===== config.mk =====
export PLATFORM = sky130hd
export DESIGN_NAME = unidade_mult_div
export DESIGN_NICKNAME = d
export VERILOG_FILES = /design/src/rtl/unidade_mult_div_pkg.sv /design/src/rtl/unidade_mult_div.sv
export SDC_FILE = /design/constraint.sdc
export NUM_CORES = 1
export LEC_CHECK = 0
export ABC_AREA = 1
export CORE_ASPECT_RATIO = 2
export CORE_MARGIN = 3
export CORE_UTILIZATION = 55
export DETAILED_ROUTE_END_ITERATION = 7
export PLACE_DENSITY_LB_ADDON = 0.05
export SLEW_MARGIN = 25
export SYNTH_ARGS = -nofsm -noshare
export SYNTH_HDL_FRONTEND = slang
export SYNTH_SLANG_ARGS = --single-unit
export TNS_END_PERCENT = 20

===== constraint.sdc =====
create_clock -name clock -period 7.1 [get_ports clock]
set_input_delay 1.42 -clock clock [delete_from_list [all_inputs] [get_ports clock]]
set_output_delay 1.42 -clock clock [all_outputs]
set_load 0.01 [all_outputs]

===== src/rtl/unidade_mult_div_pkg.sv =====
// Shared definitions for the iterative multiply/divide unit.
//   WIDTH       operand and HI/LO width
//   CNT_W       step counter width
//   MD_LATENCY  cycles from accepted start to the done pulse
//   OP_*        operation encodings carried on the op port
//   md_state_t  control FSM states
//   magnitude() two's-complement absolute value (-2^31 maps to 2^31 unsigned)
package unidade_mult_div_pkg;

    localparam int WIDTH      = 32;
    localparam int CNT_W      = $clog2(WIDTH);
    localparam int MD_LATENCY = 33;

    localparam logic [1:0] OP_MULTU = 2'b00;
    localparam logic [1:0] OP_MULT  = 2'b01;
    localparam logic [1:0] OP_DIVU  = 2'b10;
    localparam logic [1:0] OP_DIV   = 2'b11;

    typedef enum logic [1:0] {
        ST_IDLE,
        ST_CALC,
        ST_FIX,
        ST_DONE
    } md_state_t;

    function automatic logic [WIDTH-1:0] magnitude(input logic [WIDTH-1:0] x,
                                                   input logic             is_signed);
        return (is_signed && x[WIDTH-1]) ? -x : x;
    endfunction

endpackage


===== src/rtl/unidade_mult_div.sv =====
// Iterative multiply/divide unit with HI/LO result registers.
// Runs a 32-step shift-add multiply or restoring divide on operand
// magnitudes, then fixes up signs in one extra cycle and writes HI/LO.
// Ports:
//   clock     rising-edge clock
//   reset     asynchronous, active-high reset
//   start     request pulse, sampled only in IDLE or DONE
//   op        00 MULTU, 01 MULT, 10 DIVU, 11 DIV
//   in1       multiplicand / dividend
//   in2       multiplier / divisor
//   busy      high while an operation is in progress (CALC, FIX)
//   done      one-cycle completion pulse
//   div_zero  last completed divide had a zero divisor
//   hi        product[63:32] or remainder
//   lo        product[31:0] or quotient
module unidade_mult_div
    import unidade_mult_div_pkg::*;
(
    input  logic             clock,
    input  logic             reset,
    input  logic             start,
    input  logic [1:0]       op,
    input  logic [WIDTH-1:0] in1,
    input  logic [WIDTH-1:0] in2,
    output logic             busy,
    output logic             done,
    output logic             div_zero,
    output logic [WIDTH-1:0] hi,
    output logic [WIDTH-1:0] lo
);

    md_state_t          state;
    logic [CNT_W-1:0]   cnt;
    logic               is_div;    // latched op class
    logic               neg_res;   // negate product / quotient in FIX
    logic               neg_rem;   // remainder takes negative dividend sign
    logic               dz_pend;   // divide-by-zero seen at accept
    logic [WIDTH-1:0]   operand;   // multiplicand (mult) or divisor (div) magnitude
    logic [2*WIDTH-1:0] acc;       // {upper, lower}: {acc_hi, multiplier} or {rem, quot}

    // Decode of the request on the input side
    logic               is_signed_op;
    logic               is_div_op;
    logic [WIDTH-1:0]   in1_mag;
    logic [WIDTH-1:0]   in2_mag;

    // Datapath next values
    logic [WIDTH:0]     mul_sum;   // carry + upper half
    logic [2*WIDTH-1:0] mul_next;
    logic [WIDTH:0]     div_rem;   // remainder after the left shift, one bit wider
    logic               div_ge;
    logic [WIDTH-1:0]   div_diff;
    logic [2*WIDTH-1:0] div_next;
    logic [2*WIDTH-1:0] step_next;
    logic [2*WIDTH-1:0] prod_fixed;
    logic [WIDTH-1:0]   fix_hi;
    logic [WIDTH-1:0]   fix_lo;

    always_comb begin
        // NOTE: every signal gets a value before any branch so no latch is inferred.
        is_signed_op = (op == OP_MULT) || (op == OP_DIV);
        is_div_op    = (op == OP_DIVU) || (op == OP_DIV);
        in1_mag      = magnitude(in1, is_signed_op);
        in2_mag      = magnitude(in2, is_signed_op);

        // Shift-add multiply: the 65-bit {carry, acc} shifts right by one,
        // retiring one multiplier bit from the bottom each step.
        mul_sum  = {1'b0, acc[2*WIDTH-1:WIDTH]} + (acc[0] ? {1'b0, operand} : '0);
        mul_next = {mul_sum, acc[WIDTH-1:1]};

        // Restoring divide: the shifted remainder can reach 33 bits, but after
        // a conditional subtract it is always below the divisor and fits 32.
        div_rem  = {acc[2*WIDTH-1:WIDTH], acc[WIDTH-1]};
        div_ge   = div_rem >= {1'b0, operand};
        div_diff = div_rem[WIDTH-1:0] - operand;
        div_next = div_ge ? {div_diff,           acc[WIDTH-2:0], 1'b1}
                          : {div_rem[WIDTH-1:0], acc[WIDTH-2:0], 1'b0};

        step_next = is_div ? div_next : mul_next;

        // Sign fix-up. The divide-by-zero path clears both sign flags, so the
        // raw {in1, all-ones} preloaded into acc passes straight through.
        prod_fixed = neg_res ? -acc : acc;
        fix_hi     = prod_fixed[2*WIDTH-1:WIDTH];
        fix_lo     = prod_fixed[WIDTH-1:0];
        if (is_div) begin
            fix_hi = neg_rem ? -acc[2*WIDTH-1:WIDTH] : acc[2*WIDTH-1:WIDTH];
            fix_lo = neg_res ? -acc[WIDTH-1:0]       : acc[WIDTH-1:0];
        end
    end

    // NOTE: sequential state uses non-blocking assignments so every register
    // samples pre-edge values regardless of statement order.
    always_ff @(posedge clock or posedge reset) begin
        if (reset) begin
            state    <= ST_IDLE;
            cnt      <= '0;
            is_div   <= 1'b0;
            neg_res  <= 1'b0;
            neg_rem  <= 1'b0;
            dz_pend  <= 1'b0;
            operand  <= '0;
            acc      <= '0;
            busy     <= 1'b0;
            done     <= 1'b0;
            div_zero <= 1'b0;
            hi       <= '0;
            lo       <= '0;
        end else begin
            case (state)
                ST_IDLE, ST_DONE: begin
                    done <= 1'b0;
                    if (start) begin
                        is_div   <= is_div_op;
                        cnt      <= '0;
                        busy     <= 1'b1;
                        div_zero <= 1'b0;
                        if (is_div_op && (in2 == '0)) begin
                            acc     <= {in1, {WIDTH{1'b1}}};
                            neg_res <= 1'b0;
                            neg_rem <= 1'b0;
                            dz_pend <= 1'b1;
                            state   <= ST_FIX;
                        end else begin
                            neg_res <= is_signed_op & (in1[WIDTH-1] ^ in2[WIDTH-1]);
                            neg_rem <= is_signed_op & is_div_op & in1[WIDTH-1];
                            dz_pend <= 1'b0;
                            operand <= is_div_op ? in2_mag : in1_mag;
                            acc     <= {{WIDTH{1'b0}}, (is_div_op ? in1_mag : in2_mag)};
                            state   <= ST_CALC;
                        end
                    end else begin
                        state <= ST_IDLE;
                    end
                end
                ST_CALC: begin
                    acc <= step_next;
                    cnt <= cnt + 1'b1;
                    if (cnt == CNT_W'(WIDTH - 1)) begin
                        state <= ST_FIX;
                    end
                end
                ST_FIX: begin
                    hi       <= fix_hi;
                    lo       <= fix_lo;
                    div_zero <= dz_pend;
                    busy     <= 1'b0;
                    done     <= 1'b1;
                    state    <= ST_DONE;
                end
                default: state <= ST_IDLE;
            endcase
        end
    end

endmodule

==> reports/metrics.csv <==
stage,metric,value,unit
timing,slew_violations,0,
synth,syn_nets,3410,
grt,grt_overflow,0,
timing,slew_headroom,27.2,%
grt,grtUsageMet2,74.2,%
worst_setup_path,path_cells,ha_1 -> nand2_1 -> inv_1 -> a21oi_1 -> nand2_1 -> nand2_1 -> nand2_1 -> nor2_4 -> nand2_2 -> nor2_2 -> nand2_1 -> nand3_1 -> nand2_1 -> nand2_1,
layout,layout-drive-gt1-share,3.57,%
synth,yosysUniqueCellTypes,50,
clock_network,clk_pin_slew,0.08,ns
pwr,irDropWorstVdd,0.317,mV
worst_setup_path,crit_path_start_kind,flip-flop,
timing,fin_crit,4.55,ns
clock_network,cts.sinks,174,
status,violations,DRC,
placed_design,port_buffers,135,
timing,setup_viol,0,
floorplan,coreArea,33600,µm²
grt,grt_max_degree,98,
routing,via_count,23000,
synth,postSynthCellCount,3266,
clock_network,cts_setup_buffers,0,
timing,worst_slew_pin_slew,1.09,ns
synth,syn_area,18700,µm²
placed_design,hpwlAfterDp,66500,µm
routing,routed_wirelength,86200,µm
clock_network,cts_tree,yes,
min_path,min_path_type,flip-flop to flip-flop,
worst_setup_path,critPathMaxFanout,20,
worst_setup_path,setup.worst_path.class,flip-flop to flip-flop,
clock_network,post_cts.resized_instances,0,
layout,area_growth,11.7,%
grt,met3_usage,13.2,%
worst_setup_path,crit_top_cell,nand2_1,
worst_setup_path,crit_path_end_kind,flip-flop,
floorplan,rows,95,
worst_setup_path,worst-r2r-cell-count,14,
routing,routed_via_density,6.09,
synth,postSynth.asyncResetShare,100,%
worst_setup_path,crit_family,simple AND/OR/NAND/NOR gates,
worst_setup_path,cp.arrival,4.95,ns
timing,post-route-period-util,64.0,%
grt,antenna_found_initial,2,
timing,grt_setup_unrepaired,no,
floorplan,dieHeight,267,µm
clock_network,cts-root-buf,clkbuf_16,
worst_setup_path,cp.required,7.51,ns
floorplan,initial_core_util,55.7,%
grt,grt_pass1_wl,128000,µm
clock_network,cts_inserted_buffers,17,
min_path,holdCritStartpoint,hi[30],
routing,first_pass_iters,8,
pwr,p_clk_share,10.4,%
worst_setup_path,slowest_stage,nor2_2,
pwr,power_frac_comb,68.4,%
timing,tns,0,ns
synth,synth_edf_count,0,
placed_design,place_congestion,1.16,
pwr,p_leak,10.8,nW
grt,grt.busiest_layer,met2,
clock_network,cts.path.max_buffers,2,
routing,drt_iter0_drc,2997,
synth,synth_ff_type,dfrtp_1,
floorplan,die_w,137,µm
timing,timing.fmax,0.220,GHz
layout,nFillCells,3355,
synth,ys_ff_latch,174,
timing,hold_ws,0.479,ns
min_path,hold_depth,2,
synth,yosysSeqAreaShare,23.2,%
min_path,min_to,hi[30],
worst_setup_path,r2r-start,acc[54],
synth,avgSynthCellArea,5.74,µm²
worst_setup_path,worstReg2RegEnd,acc[53],
pwr,seqPwrFrac,21.2,%
clock_network,h-tree-depth,4,
routing,drc,18,
worst_setup_path,max_stage_delay,0.91,ns
grt,grt_pass1_vias,21700,
worst_setup_path,regToRegSetupSlack,2.55,ns
pwr,swShare,58.7,%
worst_setup_path,path_buf_inv,1,
pwr,pwr_density_cell,454,nW/µm²
flow_run,drv_cap,0,
grt,grt_util_all_layers,47.3,%
timing,skew,0.0161,ns
timing,hold_viol,0,
clock_network,holdBufCountCts,0,
pwr,switchingPower,5.57,mW
layout,nets,3464,
grt,grtUsageMet1,46.8,%
routing,ant_nets,0,
status,outcome,finished with violations,
synth,yosysWarnings,0,
clock_network,clk_latency,0.48,ns
floorplan,dieArea,36400,µm²
pwr,p_int,3.93,mW
routing,post_drt_wl_per_cell,22.9,µm
floorplan,io_pins,136,
-- cell usage after synthesis (all sizes together), types with 3 or more instances --
cell    number  area share [%]
inv        451             9.0
nor3b        3            0.12
nand3b      18            0.74
dfrtp      174              23
nor4         5            0.17
o21bai      15            0.60
buf         33            0.91
nand4       59             2.0
nor2       386             8.2
nand2     1113              23
xor2        97             4.5
o211ai      13            0.52
nand3      282             7.6
o21ai      211             5.7
clkbuf      84             1.7
nor3        32            0.97
o22ai       10            0.33
or2          5            0.17
a31oi       20            0.67
a21oi      162             4.4
xnor2        6            0.28
ha          73             4.9
-- power by group through the flow --
| stage | Sequential, mW | Combinational, mW | Clock [mW] |
|---|---|---|---|
| after detailed placement | 1.99 | 6.20 | 0 |
| after global routing | 2.03 | 7.06 | 1.02 |
| after CTS | 1.97 | 6.23 | 0.986 |
| after global placement | 1.97 | 6.10 | 0 |
| final | 2.01 | 6.49 | 0.992 |
| after floorplan | 1.83 | 4.15 | 0 |
-- metrics by stage --
| step | utilization, % | cell area, µm² | setup WS [ns] | power (mW) | instances |
|---|---|---|---|---|---|
| 4_1_cts | 62.2 | 20900 | 2.89 | 9.18 | 3769 |
| 5_1_grt | 62.2 | 20900 | 2.53 | 10.1 | 3770 |
| 2_1_floorplan | - | 18700 | 0.963 | 5.98 | 3266 |
| 3_5_place_dp | 60.4 | 20300 | 2.43 | 8.19 | 3737 |
| 3_3_place_gp | 60.4 | 20300 | 2.53 | 8.06 | 3737 |
| 6_report | 62.2 | 20900 | 2.55 | 9.50 | 3770 |
-- area by class of cell --
class	instances	area (µm²)	share of cell area [%]
flip-flops and latches	174	4360	20.8
well taps	436	546	2.61
diodes	1	2.50	0.0120
clock buffers	17	425	2.03
inverters	451	1700	8.12
multi-input cells	2524	12200	58.4
clock inverters	15	188	0.897
repair buffers	152	1490	7.10
-- metal layers --
| metal | part of all wire, % | vias to the layer above |
|---|---|---|
| met5 | 0 | - |
| met3 | 10 | 649 |
| li1 | - | 10500 |
| met1 | 30 | 10200 |
| met2 | 45 | 1669 |
| met4 | 15 | 0 |
-- cells by family after synthesis --
logic type	after synthesis	share of synthesized area (%)
AND/OR/NAND/NOR	1906	42.7
buffers and inverters	568	11.6
AO/OA/AOI/OAI	439	12.5
flip-flops	174	23.2
XOR/XNOR	103	4.81
adder cells (fa/ha/maj)	75	5.09
multiplexers	1	0.0534
-- worst min-delay path: stages, from the launching register on --
cell,delay [ns]
dfrtp_1,0.34
nand2_1,0.05
nand2_1,0.05
-- sequential cells by signal (all words and copies together) (netlist names), 2 cells and up --
| register | cells |
|---|---|
| state | 2 |
| hi | 32 |
| acc | 64 |
| lo | 32 |
| operand | 32 |
| cnt | 5 |
-- how the worst max path moves through the flow --
stage	end	start	cells past startpoint	slack [ns]
finish	acc[53]	acc[54]	14	2.55
global route	operand[13]	in2[0]	13	2.53
CTS	operand[29]	in2[0]	13	2.89
detailed placement	operand[29]	in2[0]	13	2.43
global placement	operand[13]	in2[0]	13	2.53
floorplan	acc[0]	reset	1	0.96
-- cells in the final DEF, fill, tap and decap left out, types with 2 or more instances in the layout --
cell                n
o21bai_1           15
inv_1             439
buf_4              16
xnor2_1             6
and3_1              2
o21ai_1            41
xor2_1             97
a21boi_0            2
clkinv_8            6
dfrtp_1           173
fa_1                2
o22ai_1            10
nand4_1            57
a21oi_4             2
a22oi_1             2
o211ai_1           13
inv_2              11
o21ai_0           169
inv_6               4
nand2_1          1092
nor3_2              2
inv_8               3
nand4_2             2
or2_2               3
clkbuf_16          17
nor4_1              5
a31oi_1            20
ha_1               73
nand3b_1           17
nor3_1             29
nor2_1            364
a21oi_1           160
or2_0               2
clkdlybuf4s50_1   134
nand3_1           281
nor2_2             14
nor3b_1             3
nand2_2            20
nor2_4              8
(Power assumes the default switching activity.)
